===== config.mk =====
export PLATFORM = sky130hd
export DESIGN_NAME = dds_multichannel_core
export DESIGN_NICKNAME = d
export VERILOG_FILES = /design/src/rtl/dds_multichannel_core.sv
export SDC_FILE = /design/constraint.sdc
export NUM_CORES = 1
export LEC_CHECK = 0
export CORE_ASPECT_RATIO = 1.4
export CORE_MARGIN = 2
export CORE_UTILIZATION = 40
export DETAILED_ROUTE_END_ITERATION = 8
export PLACE_DENSITY = 0.56
export SLEW_MARGIN = 20
export SYNTH_ARGS = -nofsm -noshare
export SYNTH_HDL_FRONTEND = slang
export SYNTH_SLANG_ARGS = --single-unit

===== constraint.sdc =====
create_clock -name clk -period 13.4 [get_ports clk]
set_input_delay 4.02 -clock clk [delete_from_list [all_inputs] [get_ports clk]]
set_output_delay 4.02 -clock clk [all_outputs]
set_load 0.02 [all_outputs]

===== src/rtl/dds_multichannel_core.sv =====
//-----------------------------------------------------------------------------
// dds_multichannel_core
//
// Time-multiplexed direct digital synthesis core. One shared three-stage
// pipeline (issue -> waveform -> scale) serves CHANNELS channels. Each
// accepted sample_tick starts a frame that emits one sample per channel in
// channel order.
//
// Ports:
//   clk          core clock
//   rst          synchronous reset, active low
//   sample_tick  one-cycle frame request (ignored while busy, flags overrun)
//   phase_sync   request to restart all accumulators at the next frame
//   cfg_we       configuration write strobe into the shadow registers
//   cfg_ch       target channel (out-of-range writes are dropped)
//   cfg_addr     0 = tune, 1 = phase offset, 2 = amplitude, 3 = shape
//   cfg_data     write data, LSB-aligned
//   overrun_clr  clears the sticky overrun flag
//   sample_out   scaled offset-binary sample
//   sample_ch    channel index of sample_out
//   sample_valid sample_out / sample_ch qualifier
//   frame_done   marks the last channel's sample of a frame
//   busy         frame in progress
//   overrun      sticky: a tick arrived while busy
//
// Output handshake: sample_valid is a pure qualifier with no ready/backpressure;
// the downstream stage must take sample_out/sample_ch in every cycle where
// sample_valid is high. Valids of one frame are contiguous.
//-----------------------------------------------------------------------------
`timescale 1ns/1ps

module dds_multichannel_core #(
  parameter int CHANNELS = 2,
  parameter int PHASE_W  = 14,
  parameter int TUNE_W   = 13,
  parameter int AMP_W    = 11,
  parameter int OUT_W    = 12,
  localparam int CH_W    = (CHANNELS > 1) ? $clog2(CHANNELS) : 1
) (
  input  logic               clk,
  input  logic               rst,
  input  logic               sample_tick,
  input  logic               phase_sync,
  input  logic               cfg_we,
  input  logic [CH_W-1:0]    cfg_ch,
  input  logic [1:0]         cfg_addr,
  input  logic [PHASE_W-1:0] cfg_data,
  input  logic               overrun_clr,
  output logic [OUT_W-1:0]   sample_out,
  output logic [CH_W-1:0]    sample_ch,
  output logic               sample_valid,
  output logic               frame_done,
  output logic               busy,
  output logic               overrun
);

  localparam logic [OUT_W-1:0] MID       = {1'b1, {(OUT_W-1){1'b0}}};
  localparam logic [1:0]       SHAPE_OFF = 2'd3;
  localparam int               PW        = OUT_W + AMP_W + 1;

  typedef enum logic [1:0] {S_IDLE, S_RUN, S_DRAIN} state_t;

  state_t            state, state_nxt;
  logic [CH_W-1:0]   issue_ch;
  logic              tick_acc, issue_en, issue_last;
  logic              sync_pend, frame_sync;
  logic              cfg_ok;

  logic [TUNE_W-1:0]  tune_sh [CHANNELS];
  logic [PHASE_W-1:0] off_sh  [CHANNELS];
  logic [AMP_W-1:0]   amp_sh  [CHANNELS];
  logic [1:0]         shape_sh[CHANNELS];
  logic [TUNE_W-1:0]  tune_act [CHANNELS];
  logic [PHASE_W-1:0] off_act  [CHANNELS];
  logic [AMP_W-1:0]   amp_act  [CHANNELS];
  logic [1:0]         shape_act[CHANNELS];
  logic [PHASE_W-1:0] acc      [CHANNELS];

  // ---------------- FSM ----------------
  always_ff @(posedge clk) begin
    if (!rst) state <= S_IDLE;
    else      state <= state_nxt;
  end

  always_comb begin
    state_nxt = state;
    case (state)
      S_IDLE:  if (tick_acc) state_nxt = S_RUN;
      S_RUN:   if (issue_last) state_nxt = S_DRAIN;
      // Leave once the last channel's sample is on the output.
      S_DRAIN: if (sample_valid && frame_done) state_nxt = S_IDLE;
      default: state_nxt = S_IDLE;
    endcase
  end

  always_comb begin
    busy       = (state != S_IDLE);
    tick_acc   = sample_tick && (state == S_IDLE);
    issue_en   = (state == S_RUN);
    issue_last = issue_en && (issue_ch == CH_W'(CHANNELS - 1));
  end

  always_ff @(posedge clk) begin
    if (!rst)          issue_ch <= '0;
    else if (tick_acc) issue_ch <= '0;
    else if (issue_en) issue_ch <= issue_ch + 1'b1;
  end

  // ---------------- Configuration ----------------
  assign cfg_ok = cfg_we && (int'(cfg_ch) < CHANNELS);

  always_ff @(posedge clk) begin
    if (!rst) begin
      for (int i = 0; i < CHANNELS; i++) begin
        tune_sh[i]  <= '0;
        off_sh[i]   <= '0;
        amp_sh[i]   <= '0;
        shape_sh[i] <= SHAPE_OFF;
      end
    end else if (cfg_ok) begin
      case (cfg_addr)
        2'd0:    tune_sh[cfg_ch]  <= cfg_data[TUNE_W-1:0];
        2'd1:    off_sh[cfg_ch]   <= cfg_data;
        2'd2:    amp_sh[cfg_ch]   <= cfg_data[AMP_W-1:0];
        default: shape_sh[cfg_ch] <= cfg_data[1:0];
      endcase
    end
  end

  // Active set is loaded from the shadow as it stood before this edge, so a
  // write landing in the tick cycle only affects the following frame.
  always_ff @(posedge clk) begin
    if (!rst) begin
      for (int i = 0; i < CHANNELS; i++) begin
        tune_act[i]  <= '0;
        off_act[i]   <= '0;
        amp_act[i]   <= '0;
        shape_act[i] <= SHAPE_OFF;
      end
    end else if (tick_acc) begin
      for (int i = 0; i < CHANNELS; i++) begin
        tune_act[i]  <= tune_sh[i];
        off_act[i]   <= off_sh[i];
        amp_act[i]   <= amp_sh[i];
        shape_act[i] <= shape_sh[i];
      end
    end
  end

  // A sync request raised in the tick cycle itself is taken by that frame.
  always_ff @(posedge clk) begin
    if (!rst) begin
      sync_pend  <= 1'b0;
      frame_sync <= 1'b0;
    end else if (tick_acc) begin
      sync_pend  <= 1'b0;
      frame_sync <= sync_pend | phase_sync;
    end else if (phase_sync) begin
      sync_pend  <= 1'b1;
    end
  end

  always_ff @(posedge clk) begin
    if (!rst)                               overrun <= 1'b0;
    else if (sample_tick && busy)           overrun <= 1'b1;
    else if (overrun_clr)                   overrun <= 1'b0;
  end

  // ---------------- Stage 1: phase issue ----------------
  logic [PHASE_W-1:0] p1, acc_nxt, cur_acc, cur_off, cur_tune;
  logic [1:0]         cur_shape;

  always_comb begin
    cur_acc   = acc[issue_ch];
    cur_off   = off_act[issue_ch];
    cur_tune  = PHASE_W'(tune_act[issue_ch]);
    cur_shape = shape_act[issue_ch];
    p1        = cur_acc + cur_off;
    acc_nxt   = cur_acc;
    if (frame_sync) begin
      p1      = cur_off;
      acc_nxt = (cur_shape == SHAPE_OFF) ? '0 : cur_tune;
    end else if (cur_shape != SHAPE_OFF) begin
      acc_nxt = cur_acc + cur_tune;
    end
  end

  always_ff @(posedge clk) begin
    if (!rst) begin
      for (int i = 0; i < CHANNELS; i++) acc[i] <= '0;
    end else if (issue_en) begin
      acc[issue_ch] <= acc_nxt;
    end
  end

  logic               s1_valid, s1_last;
  logic [CH_W-1:0]    s1_ch;
  logic [PHASE_W-1:0] s1_p;
  logic [1:0]         s1_shape;
  logic [AMP_W-1:0]   s1_amp;

  always_ff @(posedge clk) begin
    if (!rst) begin
      s1_valid <= 1'b0;
      s1_last  <= 1'b0;
      s1_ch    <= '0;
      s1_p     <= '0;
      s1_shape <= SHAPE_OFF;
      s1_amp   <= '0;
    end else begin
      s1_valid <= issue_en;
      s1_last  <= issue_last;
      s1_ch    <= issue_ch;
      s1_p     <= p1;
      s1_shape <= cur_shape;
      s1_amp   <= amp_act[issue_ch];
    end
  end

  // ---------------- Stage 2: waveform ----------------
  logic [OUT_W-1:0] raw;

  always_comb begin
    raw = MID;
    case (s1_shape)
      2'd0: raw = s1_p[PHASE_W-1 -: OUT_W];
      2'd1: raw = s1_p[PHASE_W-1] ? ~s1_p[PHASE_W-2 -: OUT_W] : s1_p[PHASE_W-2 -: OUT_W];
      2'd2: raw = {OUT_W{~s1_p[PHASE_W-1]}};
      default: raw = MID;
    endcase
  end

  logic             s2_valid, s2_last;
  logic [CH_W-1:0]  s2_ch;
  logic [OUT_W-1:0] s2_raw;
  logic [AMP_W-1:0] s2_amp;

  always_ff @(posedge clk) begin
    if (!rst) begin
      s2_valid <= 1'b0;
      s2_last  <= 1'b0;
      s2_ch    <= '0;
      s2_raw   <= MID;
      s2_amp   <= '0;
    end else begin
      s2_valid <= s1_valid;
      s2_last  <= s1_last;
      s2_ch    <= s1_ch;
      s2_raw   <= raw;
      s2_amp   <= s1_amp;
    end
  end

  // ---------------- Stage 3: amplitude scale ----------------
  // Flipping the MSB converts offset-binary to two's complement (raw - MID)
  // and back. |s*amp/2^AMP_W| < |s|, so the result always fits OUT_W bits.
  logic signed [PW-1:0] s_ext, a_ext, prod, shifted;
  logic [OUT_W-1:0]     scaled;
  logic                 unused_bits;

  always_comb begin
    s_ext   = PW'($signed({~s2_raw[OUT_W-1], s2_raw[OUT_W-2:0]}));
    a_ext   = $signed(PW'({1'b0, s2_amp}));
    prod    = s_ext * a_ext;
    shifted = prod >>> AMP_W;
    scaled  = {~shifted[OUT_W-1], shifted[OUT_W-2:0]};
  end

  assign unused_bits = ^shifted[PW-1:OUT_W];

  always_ff @(posedge clk) begin
    if (!rst) begin
      sample_out   <= MID;
      sample_ch    <= '0;
      sample_valid <= 1'b0;
      frame_done   <= 1'b0;
    end else begin
      sample_valid <= s2_valid;
      frame_done   <= s2_valid && s2_last;
      if (s2_valid) begin
        sample_out <= scaled;
        sample_ch  <= s2_ch;
      end
    end
  end

endmodule


==> impl_metrics.tcl, run 1 <==
set metrics [dict create \
    status "complete, no violations" \
    area.growth.synth_to_final_pct 10.9 \
    numCtsBuffers 26 \
    clockBufferDepth 3 \
    finalWorstSetupSlack_ps 7610 \
    grtUsageTotal 0.161 \
    hold_buffers 0 \
    rows 88 \
    firstDrtPassIters 6 \
    synth.distinct_cells 55 \
    antenna_found_initial 0 \
    start_kind "flop" \
    die_h_um 244 \
    final_nets 1770 \
    postRouteAntennaNets 0 \
    drt_iter0_markers 337 \
    synthArstFlopShare 0 \
    gp_congestion 0.821 \
    hold_viol 0 \
    fp.coreArea_mm2 0.0410 \
    io_buffers 39 \
    clock_sinks 265 \
    via_count 10282 \
    path_class "flop to output pin" \
    slew_headroom 0.352 \
    synthCells 1546 \
    drive_gt1_frac 0.0669 \
    ys_warn_count 0 \
    synth.top_cell.area_share 0.342 \
    cp_slowest_cell "clkdlybuf4s50_1" \
    slowest_delay_ps 680 \
    root_buffer "clkbuf_16" \
    place_ws_ps 7100 \
    skew_ps 16.3 \
    grt_max_degree 78 \
    tns_ps 0 \
    clk_pin_slew_ps 60 \
    overflow 0 \
    clk_latency_ps 550 \
    critPathMaxFanout 2 \
    dp_hpwl_mm 26.5 \
    rsz0062_at_grt "false" \
    cellPowerDensity_mw_per_mm2 111 \
    drv_slew 0 \
    via_per_inst 4.87 \
    ir_drop_uv 95.6 \
    synth-seq-area-share 0.435 \
    cp-end-kind "output pin" \
    avgRoutedWirePerCell_um 16.1 \
    critPathBufInv 1 \
    synth_area_leaders "edfxtp_1, fa_1, dfxtp_1" \
    synth_nets 1766 \
    yosys_most_used_dff "edfxtp_1" \
    drt_wl_total_mm 34.0 \
    cts_resized 0 \
    cts_tree "yes" \
    cp_top_family "buffers and inverters" \
    fmax_ghz 0.173 \
    die_x_um 176 \
    fin_crit_sh 0.432 \
    htreeDepth 1 \
    synth_seq_cells 265 \
    cts_setup_buffers 0 \
    period_needed_ps 5790 \
    p_leak_uw 0.00753 \
    crit_required_ps 9380 \
    grt_pass1_wl_mm 54.8 \
    grt_pass1_vias 10676 \
    hold_path_class "flop to flop" \
    initial_core_util 0.403 \
    path_cells "clkdlybuf4s50_1" \
    crit_arrival_ps 1770 \
    dieArea_mm2 0.0429 \
    setup_viol 0 \
    n_antenna_cell 0 \
    max-cap-violations 0 \
    io_pins 40 \
    worst_pin_slew_ps 970 \
    synth_edf_count 188 \
    synth_top_cell_by_area "edfxtp_1" \
    syn_area_per_cell_um2 10.7 \
    route.detailed.drc 0 \
    syn_area_mm2 0.0165 \
]
## area by class of cell
cell class | count | area, µm²
Clock inverter | 14 | 183
Fill cell | 3920 | 22700
Clock buffer | 34 | 723
Sequential cell | 265 | 7190
Inverter | 183 | 687
Tap cell | 540 | 676
Multi-Input combinational cell | 1024 | 8380
Timing Repair Buffer | 50 | 468
## sequential cells by signal (all words and copies together) (netlist names), 2 cells and up, named ones only
name / cells
acc: 28
amp_act: 22
amp_sh: 22
off_act: 28
off_sh: 28
s1_amp: 11
s1_p: 13
s1_shape: 2
s2_amp: 11
s2_raw: 12
sample_out: 12
shape_act: 4
shape_sh: 4
state: 2
tune_act: 26
tune_sh: 26
## synth_stat cells (all sizes together) (3+ instances only)
| library cell | number |
|---|---|
| o21ai | 55 |
| a31oi | 6 |
| nor2b | 14 |
| nor3 | 9 |
| a21o | 12 |
| and2 | 203 |
| nor2 | 101 |
| edfxtp | 188 |
| nand2b | 23 |
| fa | 123 |
| nand4 | 4 |
| nor3b | 3 |
| nand2 | 126 |
| o22ai | 4 |
| o211ai | 4 |
| inv | 182 |
| or3 | 10 |
| a21oi | 56 |
| o21bai | 5 |
| clkbuf | 63 |
| mux2i | 19 |
| o21a | 9 |
| ha | 74 |
| nand3 | 24 |
| xor2 | 14 |
| a211oi | 19 |
| dfxtp | 77 |
| and3 | 4 |
| mux2 | 41 |
| buf | 11 |
| nand3b | 4 |
| xnor2 | 31 |
## per-layer routing
layer / up-vias / part of all wire / GRT usage
li1: 5091 / - / -
met1: 4985 / 0.39 / 0.175
met2: 144 / 0.54 / 0.314
met3: 62 / 0.028 / 0.0166
met4: 0 / 0.036 / 0.0630
met5: - / 0 / 0
## kinds of logic after synthesis
family	after synthesis	synth area share
xor gates and xnor gates	45	0.0239
and+or+nand+nor	531	0.165
adders and majority gates	197	0.205
buffers and inverters	257	0.0588
DFF	265	0.435
AOI/OAI and AO/OA	191	0.0719
muxes	60	0.0395
## per-stage QoR
step / instance area, µm² / power (µW) / std cells / util / hold WS (ps)
floorplan: 16500 / 1210 / 1546 / - / 412
global placement: 17400 / 1290 / 2062 / 0.424 / 418
detailed placement: 17400 / 1300 / 2062 / 0.424 / 417
CTS: 18300 / 2060 / 2110 / 0.447 / 431
global route: 18300 / 2130 / 2110 / 0.447 / 443
finish: 18300 / 2040 / 2110 / 0.447 / 427
## placed cells by master (no fill, tap or decap), drive strengths merged, types with 9 or more instances in the layout
cell type and n:
clkinv 9, o21a 9, o21ai 55, nor2 101, dfxtp 77, or3 10
a211oi 19, nand2b 23, nand3 24, mux2i 19, xnor2 31, nor2b 14
edfxtp 188, a21o 12, nand2 126, mux2 41, a21oi 56, nor3 9
ha 74, buf 12, clkdlybuf4s50 38, fa 123, and2 203, inv 182
clkbuf 34, xor2 14
## final timing paths
path	cells past startpoint	endpoint	slack, ps	startpoint
setup / recovery	1	sample_valid	7610	sample_valid
hold / removal	1	s2_amp[2]	430	s1_amp[2]
setup reg to reg	17	sample_out[10]	7690	s2_amp[3]
hold reg to reg	1	s2_amp[2]	430	s1_amp[2]
## report_power, final
group | switching [µW] | leakage, µW | internal (µW)
clock network | 302 | 0.000444 | 457
registers | 39.1 | 0.00254 | 947
logic | 169 | 0.00455 | 121
total | 510 | 0.00753 | 1530
Power figures use the tool's default switching activity.
==> inputs of run 2 (changes only) <==
--- a/config.mk
+++ b/config.mk
@@ -9,7 +9,7 @@
 export CORE_MARGIN = 2
 export CORE_UTILIZATION = 40
 export DETAILED_ROUTE_END_ITERATION = 8
-export PLACE_DENSITY = 0.56
+export PLACE_DENSITY = 0.58
 export SLEW_MARGIN = 20
 export SYNTH_ARGS = -nofsm -noshare
 export SYNTH_HDL_FRONTEND = slang
==> constraint.sdc (replaced) <==
create_clock -name clk -period 5 [get_ports clk]
set_input_delay 1.5 -clock clk [delete_from_list [all_inputs] [get_ports clk]]
set_output_delay 1.5 -clock clk [all_outputs]
set_load 0.02 [all_outputs]
==> run 2 against run 1 <==
Against the previous run: die area did not move; global-route usage grew 0.58 points; register-to-register slack got worse by 7600 ps; power rose to 2.6 times the previous value; non-clock buffer count increased by 90; final cell count is 4.3% higher; cell area up 4.8%; critical path depth grew 19; sequential power grew to 2.7 times the previous value; wire length grew 3.3%; count of clock-buffer cells in the layout rose by 2; core utilization rose by 2.1 points; largest cell class unchanged.
==> impl_metrics.tcl, run 2 (synthesis gave the netlist of run 1 again) <==
set metrics [dict create \
    die_h_um 244 \
    start_kind "flop" \
    area.growth.synth_to_final_pct 16.2 \
    status "complete, no violations" \
    setup_viol 0 \
    grtUsageTotal 0.167 \
    power.share.sequential 0.496 \
    reg.largest.list "acc x28, off_act x28, off_sh x28" \
    fin_crit_sh 0.978 \
    clk_latency_ps 540 \
    hold_buffers 0 \
    power_frac_clock 0.347 \
    gp_congestion 0.824 \
    clk_pin_slew_ps 60 \
    firstDrtPassIters 5 \
    max-cap-violations 0 \
    power_switching_uw 1380 \
    cts_tree "yes" \
    postRouteAntennaNets 0 \
    slew_headroom 0.348 \
    layout_commonest_cell "and2_1" \
    io_buffers 39 \
    place_ws_ps -318 \
    path_class "flop to flop" \
    drv_slew 0 \
    grt_max_degree 62 \
    drt_wl_total_mm 35.1 \
    hold_viol 0 \
    drt_iter0_markers 325 \
    initial_core_util 0.403 \
    numCtsBuffers 27 \
    overflow 0 \
    rows 88 \
    avgRoutedWirePerCell_um 16.0 \
    final-instance-count-excl-fill 2200 \
    fp.coreArea_mm2 0.0410 \
    root_buffer "clkbuf_16" \
    ir_drop_uv 271 \
    dp_hpwl_mm 27.3 \
    die_x_um 176 \
    skew_ps 22.0 \
    via_count 10754 \
    p_leak_uw 0.00795 \
    via_per_inst 4.89 \
    dp.cells 2145 \
    sw_frac_of_total 0.261 \
    finalWorstSetupSlack_ps 109 \
    route.detailed.drc 0 \
    dieArea_mm2 0.0429 \
    hold_slack_ps 435 \
    clockBufferDepth 3 \
    drive_gt1_frac 0.143 \
    cp-end-kind "flop" \
    p_int_uw 3920 \
    final_cell_mix "and2_1, edfxtp_1, inv_1" \
    hold_path_class "flop to flop" \
    io_pins 40 \
    htreeDepth 1 \
    p_comb_frac 0.156 \
    clock_sinks 265 \
    cellPowerDensity_mw_per_mm2 277 \
    tns_ps 0 \
    worst_pin_slew_ps 976 \
    grt_pass1_wl_mm 57.4 \
    rsz0062_at_grt "true" \
    crit_required_ps 5430 \
    n_antenna_cell 0 \
    period_needed_ps 4890 \
    critPathMaxFanout 5 \
    final_nets 1861 \
    antenna_found_initial 0 \
    crit_arrival_ps 5320 \
    fmax_ghz 0.204 \
    grt_pass1_vias 11412 \
]
==> run 2: cell types whose count changed in the layout (fill, tap and decap cells not counted), moves of 6 or more <==
| cell | change |
|---|---|
| a21oi_1 | -6 |
| ha_1 | -8 |
| ha_4 | +6 |
| dfxtp_1 | -16 |
| buf_4 | +81 |
| dfxtp_4 | +9 |
| buf_6 | +6 |
| dfxtp_2 | +7 |
==> run 2: final cells by class <==
class                           instances  area [µm²]
Inverter                              183         687
Clock buffer                           36         729
Sequential cell                       265        7230
Tap cell                              540         676
Multi-Input combinational cell       1024        8580
Fill cell                            3826       21800
Timing Repair Buffer                  140        1200
Clock inverter                         12        71.3
==> run 2: per-stage QoR <==
stage / util / total power (µW) / cell area (µm²)
after floorplan: - / 3240 / 16500
after CTS: 0.462 / 5360 / 18900
after detailed placement: 0.441 / 3510 / 18000
after global routing: 0.468 / 5560 / 19200
final: 0.468 / 5310 / 19200
after global placement: 0.441 / 3490 / 18000
==> run 2: metal layers <==
layer  wire length (µm)  global-route usage  share of wire  up-vias
met5                  0                   0              0        -
met4                785              0.0506          0.022        0
met3                802              0.0165          0.023       50
met2              20100               0.338           0.57      147
met1              13400               0.178           0.38     5282
li1                   -                   -              -     5275
==> run 2: final timing paths <==
check | from | to | slack [ps] | depth (start not counted)
max | s2_raw[3] | sample_out[8] | 110 | 20
min | s1_amp[3] | s2_amp[3] | 430 | 1
max reg2reg | s2_raw[3] | sample_out[8] | 110 | 20
min reg2reg | s1_amp[3] | s2_amp[3] | 430 | 1
==> run 2: repair_timing <==
action,4_1_cts,5_1_grt
buffers inserted,2,5
pin swaps,5,31
endpoints found under the setup margin,7,5
resized for setup,29,46
==> run 2: power groups by stage <==
stage | combinational (µW) | clock, µW | sequential, µW
6_report | 830 | 1840 | 2630
5_1_grt | 930 | 1980 | 2660
4_1_cts | 828 | 1890 | 2640
3_5_place_dp | 821 | 0 | 2690
3_3_place_gp | 808 | 0 | 2680
2_1_floorplan | 617 | 0 | 2630
==> run 2: critical path: stages (launching register included) <==
cell	delay, ps
dfxtp_4	370
buf_4	140
and2_1	140
fa_1	480
inv_1	50
fa_1	500
inv_2	50
fa_2	480
fa_1	520
inv_1	50
fa_1	470
inv_1	40
ha_2	180
a21oi_2	180
o21ai_2	110
a31oi_4	160
o31ai_4	90
buf_4	140
a31o_1	190
or2_0	200
a32o_1	250
==> inputs of run 3 (changes only) <==
--- a/config.mk
+++ b/config.mk
@@ -6,7 +6,6 @@
 export NUM_CORES = 1
 export LEC_CHECK = 0
 export CORE_ASPECT_RATIO = 1.4
-export CORE_MARGIN = 2
 export CORE_UTILIZATION = 40
 export DETAILED_ROUTE_END_ITERATION = 8
 export PLACE_DENSITY = 0.58
==> run 3 against run 2 <==
Against the previous run: worst setup slack got worse by 1.5 ps; cell area rose by 0.49%; combinational power rose by 0.7%; sequential power barely moved; first-iteration DRC count rose by 8.6%; non-clock buffer count fell by 2; register-to-register slack barely moved; final cell count fell by 0.27%; clock power rose by 15%; fmax barely moved; largest cell class unchanged.
==> impl_metrics.tcl, run 3 (synthesis gave the netlist of run 1 again) <==
set metrics [dict create \
    status "complete, no violations" \
    drt_iter0_markers 353 \
    numCtsBuffers 27 \
    hold_buffers 0 \
    fmax_ghz 0.204 \
    drt_wl_total_mm 34.7 \
    setup_viol 0 \
    clock_sinks 265 \
    final-instance-count-excl-fill 2194 \
    p_leak_uw 0.00806 \
    p_int_uw 4140 \
    skew_ps 16.7 \
    firstDrtPassIters 4 \
    worst_pin_slew_ps 875 \
    path_class "flop to flop" \
    antenna_found_initial 0 \
    io_pins 40 \
    slew_headroom 0.415 \
    layout_commonest_cell "and2_1" \
    drv_slew 0 \
    postRouteAntennaNets 0 \
    final_cell_mix "and2_1, edfxtp_1, inv_1" \
    rows 87 \
    power_switching_uw 1420 \
    dieArea_mm2 0.0421 \
    initial_core_util 0.408 \
    max-cap-violations 0 \
    grt_pass1_wl_mm 56.1 \
    drive_gt1_frac 0.148 \
    via_per_inst 4.84 \
    dp_hpwl_mm 26.9 \
    fp.coreArea_mm2 0.0405 \
    start_kind "flop" \
    overflow 0 \
    period_needed_ps 4890 \
    n_antenna_cell 0 \
    die_x_um 174 \
    reg.largest.list "acc x28, off_act x28, off_sh x28" \
    critPathMaxFanout 6 \
    htreeDepth 1 \
    io_buffers 39 \
    grtUsageTotal 0.166 \
    clk_latency_ps 550 \
    cp-end-kind "flop" \
    grt_max_degree 49 \
    route.detailed.drc 0 \
    crit_required_ps 5440 \
    hold_viol 0 \
    ir_drop_uv 275 \
    p_comb_frac 0.150 \
    clk_pin_slew_ps 60 \
    dp.cells 2141 \
    via_count 10629 \
    hold_slack_ps 430 \
    grt_pass1_vias 11036 \
    power.share.sequential 0.472 \
    fin_crit_sh 0.978 \
    clockBufferDepth 3 \
    crit_arrival_ps 5330 \
    cellPowerDensity_mw_per_mm2 289 \
    final_nets 1859 \
    avgRoutedWirePerCell_um 15.8 \
    power_frac_clock 0.378 \
    cts_tree "yes" \
    area.growth.synth_to_final_pct 16.7 \
    gp_congestion 0.830 \
    sw_frac_of_total 0.256 \
    hold_path_class "flop to flop" \
    die_h_um 242 \
    rsz0062_at_grt "true" \
    root_buffer "clkbuf_16" \
]
[run 3: changes by cell type in the layout (fill, tap and decap cells not counted), sizes merged]
cell / change
inv: +1
clkinvlp: -2
bufinv: +3
clkbuf: -2
buf: -2
clkinv: +2
[run 3: routing by layer]
| layer | global-route usage | vias to the layer above | wire (µm) |
|---|---|---|---|
| met5 | 0 | - | 0 |
| met4 | 0.0495 | 0 | 822 |
| met3 | 0.0162 | 48 | 791 |
| met2 | 0.338 | 166 | 19500 |
| met1 | 0.177 | 5149 | 13500 |
| li1 | - | 5266 | - |
[run 3: repair_timing]
item,4_1_cts,5_1_grt
gates resized for setup,30,47
endpoints found under the setup margin,5,6
hold endpoints to repair,0,0
setup buffers,1,3
pin swaps,11,24
[run 3: worst paths after layout]
kind                   from             to  slack [ps]  depth (start not counted)
setup / recovery  s2_raw[5]  sample_out[8]         110                         18
hold / removal    s1_amp[4]      s2_amp[4]         430                          1
setup reg to reg  s2_raw[5]  sample_out[8]         110                         18
hold reg to reg   s1_amp[4]      s2_amp[4]         430                          1
[run 3: worst max-delay path: stages (launching register included)]
cell     delay [ps]
dfxtp_4         380
buf_6           110
nand2_1          60
fa_1            540
inv_2            40
fa_1            570
fa_1            450
fa_1            510
inv_1            50
fa_1            480
inv_2            50
ha_4            250
a21oi_4         150
o21ai_2          90
a31oi_2         240
o31ai_4         120
a31o_4          250
or2_1           200
a32o_1          240
[run 3: cell type report]
cell class	instances	area [µm²]
Inverter	183	687
Multi-Input combinational cell	1024	8590
Clock inverter	16	170
Tap cell	534	668
Timing Repair Buffer	138	1160
Sequential cell	265	7230
Fill cell	3755	21200
Clock buffer	34	767
[run 3: metrics by stage]
stage	util	worst slack, ps	total power [µW]	TNS [ps]	instance area [µm²]
after floorplan	-	-6.68	3240	-6.68	16500
after global placement	0.445	-228	3480	-695	18000
after detailed placement	0.445	-282	3500	-1060	18000
after CTS	0.471	2.42	5620	0	19100
after global routing	0.476	-83.0	5800	-183	19300
final	0.476	108	5570	0	19300
[run 3: power groups by stage]
stage	sequential (µW)	clock [µW]	combinational (µW)
global route	2650	2220	928
CTS	2630	2150	835
detailed placement	2680	0	826
finish	2630	2110	836
global placement	2670	0	813
floorplan	2630	0	617
